## src/rtl/address_ram_map.sv

```systemverilog
// address_ram_map: registered lookup of the input-RAM segment for the
// current sequencer step. The RAM holds the picture, six conv weight blocks
// and the dense weight block, packed back to back. Outputs follow step one
// clock later.
// Optional: define ADDRRAM_OVF_CHECK_EN to add the registered ovf output.
// It flags a segment whose end runs past the 8K-word RAM.
module address_ram_map #(
    parameter int picture_size     = 28,
    parameter int convolution_size = 9,
    parameter int KERN_1           = 4,
    parameter int KERN_2           = 16,
    parameter int KERN_3           = 16,
    parameter int KERN_4           = 32,
    parameter int KERN_5           = 32,
    parameter int KERN_6           = 64,
    parameter int DENSE_LEN        = 640
) (
    input  logic        clk,
    input  logic        rst,
    input  logic [4:0]  step,
    output logic        re_RAM,
    output logic [12:0] firstaddr,
`ifdef ADDRRAM_OVF_CHECK_EN
    output logic [12:0] lastaddr,
    output logic        ovf
`else
    output logic [12:0] lastaddr
`endif
);

    // Segment lengths in RAM order.
    localparam int LEN1  = picture_size * picture_size;
    localparam int LEN2  = KERN_1 * convolution_size;
    localparam int LEN4  = KERN_2 * convolution_size;
    localparam int LEN6  = KERN_3 * convolution_size;
    localparam int LEN8  = KERN_4 * convolution_size;
    localparam int LEN10 = KERN_5 * convolution_size;
    localparam int LEN12 = KERN_6 * convolution_size;
    localparam int LEN14 = DENSE_LEN;

    // Cumulative bases, full 32-bit before truncation.
    localparam int BASE1  = 0;
    localparam int BASE2  = BASE1  + LEN1;
    localparam int BASE4  = BASE2  + LEN2;
    localparam int BASE6  = BASE4  + LEN4;
    localparam int BASE8  = BASE6  + LEN6;
    localparam int BASE10 = BASE8  + LEN8;
    localparam int BASE12 = BASE10 + LEN10;
    localparam int BASE14 = BASE12 + LEN12;

    // A zero-length segment reports its base as both first and last.
    localparam int LAST1  = (LEN1  == 0) ? BASE1  : BASE1  + LEN1  - 1;
    localparam int LAST2  = (LEN2  == 0) ? BASE2  : BASE2  + LEN2  - 1;
    localparam int LAST4  = (LEN4  == 0) ? BASE4  : BASE4  + LEN4  - 1;
    localparam int LAST6  = (LEN6  == 0) ? BASE6  : BASE6  + LEN6  - 1;
    localparam int LAST8  = (LEN8  == 0) ? BASE8  : BASE8  + LEN8  - 1;
    localparam int LAST10 = (LEN10 == 0) ? BASE10 : BASE10 + LEN10 - 1;
    localparam int LAST12 = (LEN12 == 0) ? BASE12 : BASE12 + LEN12 - 1;
    localparam int LAST14 = (LEN14 == 0) ? BASE14 : BASE14 + LEN14 - 1;

    // Tables indexed by slot 0..7 (steps 1,2,4,...,14), addresses wrap mod 8192.
    localparam logic [7:0][12:0] FIRST_TAB = {
        13'(BASE14), 13'(BASE12), 13'(BASE10), 13'(BASE8),
        13'(BASE6),  13'(BASE4),  13'(BASE2),  13'(BASE1)
    };
    localparam logic [7:0][12:0] LAST_TAB = {
        13'(LAST14), 13'(LAST12), 13'(LAST10), 13'(LAST8),
        13'(LAST6),  13'(LAST4),  13'(LAST2),  13'(LAST1)
    };

`ifdef ADDRRAM_OVF_CHECK_EN
    // BASE+LEN-1 > 8191 written as BASE+LEN > 8192 so LEN=0 cannot underflow.
    localparam logic [7:0] OVF_TAB = {
        (BASE14 + LEN14 > 8192), (BASE12 + LEN12 > 8192),
        (BASE10 + LEN10 > 8192), (BASE8  + LEN8  > 8192),
        (BASE6  + LEN6  > 8192), (BASE4  + LEN4  > 8192),
        (BASE2  + LEN2  > 8192), (BASE1  + LEN1  > 8192)
    };
    logic        ovf_n;
`endif

    logic        hit;
    logic [2:0]  slot;
    logic        re_n;
    logic [12:0] first_n;
    logic [12:0] last_n;

    // Decode the step into a table slot and form the next output values.
    always_comb begin
        hit     = 1'b0;
        slot    = '0;
        re_n    = 1'b0;
        first_n = '0;
        last_n  = '0;
`ifdef ADDRRAM_OVF_CHECK_EN
        ovf_n   = 1'b0;
`endif
        case (step)
            5'd1:    begin hit = 1'b1; slot = 3'd0; end
            5'd2:    begin hit = 1'b1; slot = 3'd1; end
            5'd4:    begin hit = 1'b1; slot = 3'd2; end
            5'd6:    begin hit = 1'b1; slot = 3'd3; end
            5'd8:    begin hit = 1'b1; slot = 3'd4; end
            5'd10:   begin hit = 1'b1; slot = 3'd5; end
            5'd12:   begin hit = 1'b1; slot = 3'd6; end
            5'd14:   begin hit = 1'b1; slot = 3'd7; end
            default: begin hit = 1'b0; slot = 3'd0; end
        endcase
        if (hit) begin
            re_n    = 1'b1;
            first_n = FIRST_TAB[slot];
            last_n  = LAST_TAB[slot];
`ifdef ADDRRAM_OVF_CHECK_EN
            ovf_n   = OVF_TAB[slot];
`endif
        end
    end

    // Output register with synchronous reset.
    always_ff @(posedge clk) begin
        if (rst) begin
            re_RAM    <= 1'b0;
            firstaddr <= '0;
            lastaddr  <= '0;
`ifdef ADDRRAM_OVF_CHECK_EN
            ovf       <= 1'b0;
`endif
        end else begin
            re_RAM    <= re_n;
            firstaddr <= first_n;
            lastaddr  <= last_n;
`ifdef ADDRRAM_OVF_CHECK_EN
            ovf       <= ovf_n;
`endif
        end
    end

endmodule

```

## config.mk

```make
export PLATFORM = sky130hd
export DESIGN_NAME = address_ram_map
export DESIGN_NICKNAME = d
export VERILOG_FILES = /design/src/rtl/address_ram_map.sv
export SDC_FILE = /design/constraint.sdc
export NUM_CORES = 1
export LEC_CHECK = 0
export BUFFER_PORTS_ARGS = -buffer_cell sky130_fd_sc_hd__buf_4
export CAP_MARGIN = 5
export CORE_AREA = 2 2 42 52
export DETAILED_ROUTE_END_ITERATION = 12
export DIE_AREA = 0 0 44 54
export PLACE_DENSITY_LB_ADDON = 0.15
export SETUP_SLACK_MARGIN = 0.15
export SLEW_MARGIN = 0
export SYNTH_ARGS = -nofsm -noshare
export SYNTH_HDL_FRONTEND = slang
export SYNTH_SLANG_ARGS = --single-unit
```

## constraint.sdc

```tcl
create_clock -name clk -period 1.3 [get_ports clk]
set_input_delay 0.13 -clock clk [delete_from_list [all_inputs] [get_ports clk]]
set_output_delay 0.13 -clock clk [all_outputs]
set_load 0.03 [all_outputs]
```

Word level (Yosys, flattened, before mapping)
Memories as Yosys holds them, arrays and structs flattened. A register that Yosys moved wholly into a read port is not among the register bits.
Cells that the tools add are included.
{"block": "word_totals", "reg_bits": 1, "romBits": 272, "inputBits": 7, "output_inout_bits": 27, "word_cells": 8, "n_memories": 3}
{"name": "(name not given)", "words": 8, "word_bits": 13, "rd": 1, "rd_clocked_by_memory_dff": 1, "write_ports": 0, "line": "112", "source": "last_n = LAST_TAB[slot];"}
{"name": "(name not given)", "words": 8, "word_bits": 13, "rd": 1, "rd_clocked_by_memory_dff": 1, "write_ports": 0, "line": "111", "source": "first_n = FIRST_TAB[slot];"}
{"name": "(name not given)", "words": 16, "word_bits": 4, "rd": 1, "rd_clocked_by_memory_dff": 0, "write_ports": 0, "line": "98", "source": "case (step)"}
{"block": "op_classes", "muxes": 2, "bitwise": 1, "n_reduce_logical": 1}
{"cell": "4-bit two-way mux", "count": 1}
{"cell": "2-bit OR reduction", "count": 1}
{"cell": "1-bit two-way mux", "count": 1}
{"cell": "1-bit inverter", "count": 1}

Logic depth before layout (Yosys ltp)
An unclocked memory read counts as a cell.
{"block": "logic_depth", "word_depth": 4, "mapped_depth": 7}

Least setup slack after synthesis
OpenSTA, ideal clock, no wires.
{"block": "synth_path", "kind": "input -> register", "start": "input step[0]", "end": "register lastaddr[3]", "setup_ps": 116, "arrival_ps": 1084, "t_required_ps": 1184, "slack_ps": 99, "cell_stages": 6, "path_cell_list": "inv_1 ha_1 or3b_1 nand3_2 inv_2 and3_2"}
{"block": "synth_between", "elab_chain_len": 4}
{"element": "from (decl)", "line": "20", "source": "input logic [4:0] step,"}
{"element": "memory read 16 x 4 bit (*)"}
{"element": "4-bit two-way mux (*)", "line": "98"}
{"element": "1-bit inverter (no source line)"}
{"element": "2-bit OR reduction (no source line)"}
{"element": "to (decl)", "line": "27", "source": "output logic [12:0] lastaddr"}
Every way passes the cells marked *; elsewhere a longest branch is shown, timed or not.
A chain may end at the register's enable or synchronous reset.

Worst setup path in the final report
{"block": "layout_path", "start": "input step[0]", "end": "register lastaddr[8]"}
The elaborated chain is that of the path after synthesis.

==> results_dict.tcl <==
set metrics [dict create \
    cts_repair_resize_count 0 \
    rsz0062_at_grt "no" \
    clock_sinks 20 \
    hold_viol_final 0 \
    ctsRootBufferMaster "clkbuf_4" \
    route.final.wire_length_um 1460 \
    dr.first_iter.drc_count 2 \
    die-area_sq_um 2380 \
    post_cts_buffers 0 \
    firstDrtPassIters 2 \
    run_status "finished, final reports clean" \
    mappedNetlistArea_sq_um 821 \
    route.detailed.drc 0 \
    synth_cell_types 24 \
    gp_congestion 0.770 \
    worst-endpoint-required_ps 1500 \
    grt_antenna_before_repair 0 \
    area_growth_syn_to_layout_pct 36.4 \
    slew_violations 0 \
    stdcell_count 142 \
    antenna_diode_count 0 \
    tritoncts.num_buffers 3 \
    synth_cells 86 \
    power.total_uw 1190 \
    detailed_place_hpwl_um 1180 \
    hold-worst-slack_ps 115 \
    place_inst 138 \
    hold_path.class "in -> reg" \
    core_area_sq_um 1940 \
    class_of_the_most_critical_setup_path "in -> reg" \
    post_synth.cell_area_avg_sq_um 9.54 \
    critPathMaxFanout 4 \
    grt_first_pass_wirelength_um 2200 \
    clock_tree.buffer_depth 2 \
    rows 18 \
    critical_path_arrival_ps 1220 \
    avgViaCountPerCell 4.60 \
    synthesis_warning_total 0 \
    power.static_leakage_uw 0.000573 \
    grt_use_total_pct 12.8 \
    hold_buffers 0 \
    grt_max_degree 12 \
    wl_per_cell_um 10.3 \
    die_width_um 44 \
    worst_ir_drop_vdd_uv 634 \
    tns_ps 0 \
    timing.final.setup_violations 0 \
    cts.htree.levels 1 \
    yosys_reg_bits 20 \
    cts_tree "built" \
    initial_core_util_pct 42.4 \
    critical_path.endpoint_type "flip-flop" \
    grt_pass1_vias 542 \
    cp-start-kind "input port" \
    finalNetCount 137 \
    antenna_left 0 \
    globalRouteOverflowTotal 0 \
    buffer_ports.inserted 28 \
    synth-seq-area-share_pct 48.8 \
    finalCritPeriodShare_pct 78.8 \
    fmax_mhz 976 \
    ioPinCount 34 \
    vias 653 \
    drive_gt1_share_pct 38.5 \
    cellPowerDensity_nw_per_um2 1060 \
    min_clock_period_post_route_ps 1020 \
    worst_setup_hold_path_clk_slew_ps 110 \
    floorplan.die.height_um 54 \
    maxCapViolCount 0 \
]
## worst paths after layout
| kind | start | to | slack [ps] | cells after the start |
|---|---|---|---|---|
| worst max-delay path | step[0] | lastaddr[8] | 280 | 7 |
| worst min-delay path | step[3] | firstaddr[11] | 120 | 3 |
## report_power, final
part / switching (uW) / internal [uW] / leakage (uW)
clock: 183 / 171 / 0.0000210
combinational: 121 / 80.8 / 0.000390
sequential: 4.49 / 629 / 0.000163
total: 309 / 881 / 0.000573
## registers in the layout, summed over array words and instances, names as in the netlist
name,cells
re_RAM,1
firstaddr,9
lastaddr,10
## cells by family after synthesis
group | Yosys count | synth area share [%]
simple gates | 33 | 21.2
buf+inv | 15 | 11.4
other cells | 1 | 0.457
flops | 20 | 48.8
mux | 1 | 1.37
compound gates | 9 | 6.10
fa+ha+maj | 7 | 10.7
## cells in the mapped netlist (all sizes together)
cell / number / area (sq um)
nand2b: 2 / 12.5
nand3: 2 / 15.0
ha: 7 / 87.6
conb: 1 / 3.75
nor3: 1 / 5.00
mux2: 1 / 11.3
nor3b: 1 / 12.5
and3: 2 / 13.8
dfxtp: 20 / 400
or4: 1 / 7.51
nor2: 12 / 45.0
o21ai: 1 / 5.00
inv: 6 / 22.5
buf: 9 / 71.3
nor4b: 1 / 8.76
nand2: 9 / 36.3
o211a: 1 / 10.0
a21oi: 7 / 35.0
or3b: 2 / 17.5
## critical path, cell delays in order
cell,delay (ps)
buf_4,120
inv_1,50
ha_1,180
nand2b_1,130
ha_1,340
nand2_1,70
and3_1,200
## per-stage QoR
step | area (sq um) | setup WS, ps | utilization [%]
finish | 1120 | 275 | 57.8
global route | 1120 | 174 | 57.8
CTS | 1120 | 259 | 57.8
detailed placement | 1080 | -50.9 | 55.9
global placement | 1080 | -16.9 | 55.9
floorplan | 840 | 134 | -
## layout make-up
| class | count | area (sq um) |
|---|---|---|
| clock buffer | 4 | 36.3 |
| fill | 187 | 817 |
| inverter | 6 | 22.5 |
| multi-input combinational | 55 | 345 |
| sequential | 20 | 400 |
| tap | 20 | 25.0 |
| timing repair buffer | 37 | 290 |
## layout by cell type (no fill, tap or decap)
master and instances:
buf_4 36, dfxtp_1 20, nor2_1 12, nand2_1 8, a21oi_1 7, ha_1 7, inv_1 5, conb_1 5
clkbuf_4 3, nand2b_1 2, or3b_1 2, nand2_2 1, o21ai_0 1, nand3_2 1, inv_2 1, o211a_1 1
nor3b_2 1, and3_1 1, mux2_2 1, nor3_1 1, or4_1 1, nor4b_1 1, nand3_1 1, and3_4 1
clkbuf_8 1, buf_12 1
## routing by layer
layer  vias up  GRT usage, %  wire length (um)
met5         -             0                 0
met4         0          9.09                31
met3         4          1.01                78
met2        22          23.3               763
met1       291          13.6               587
li1        336             -                 -
Power figures use the tool's default switching activity.
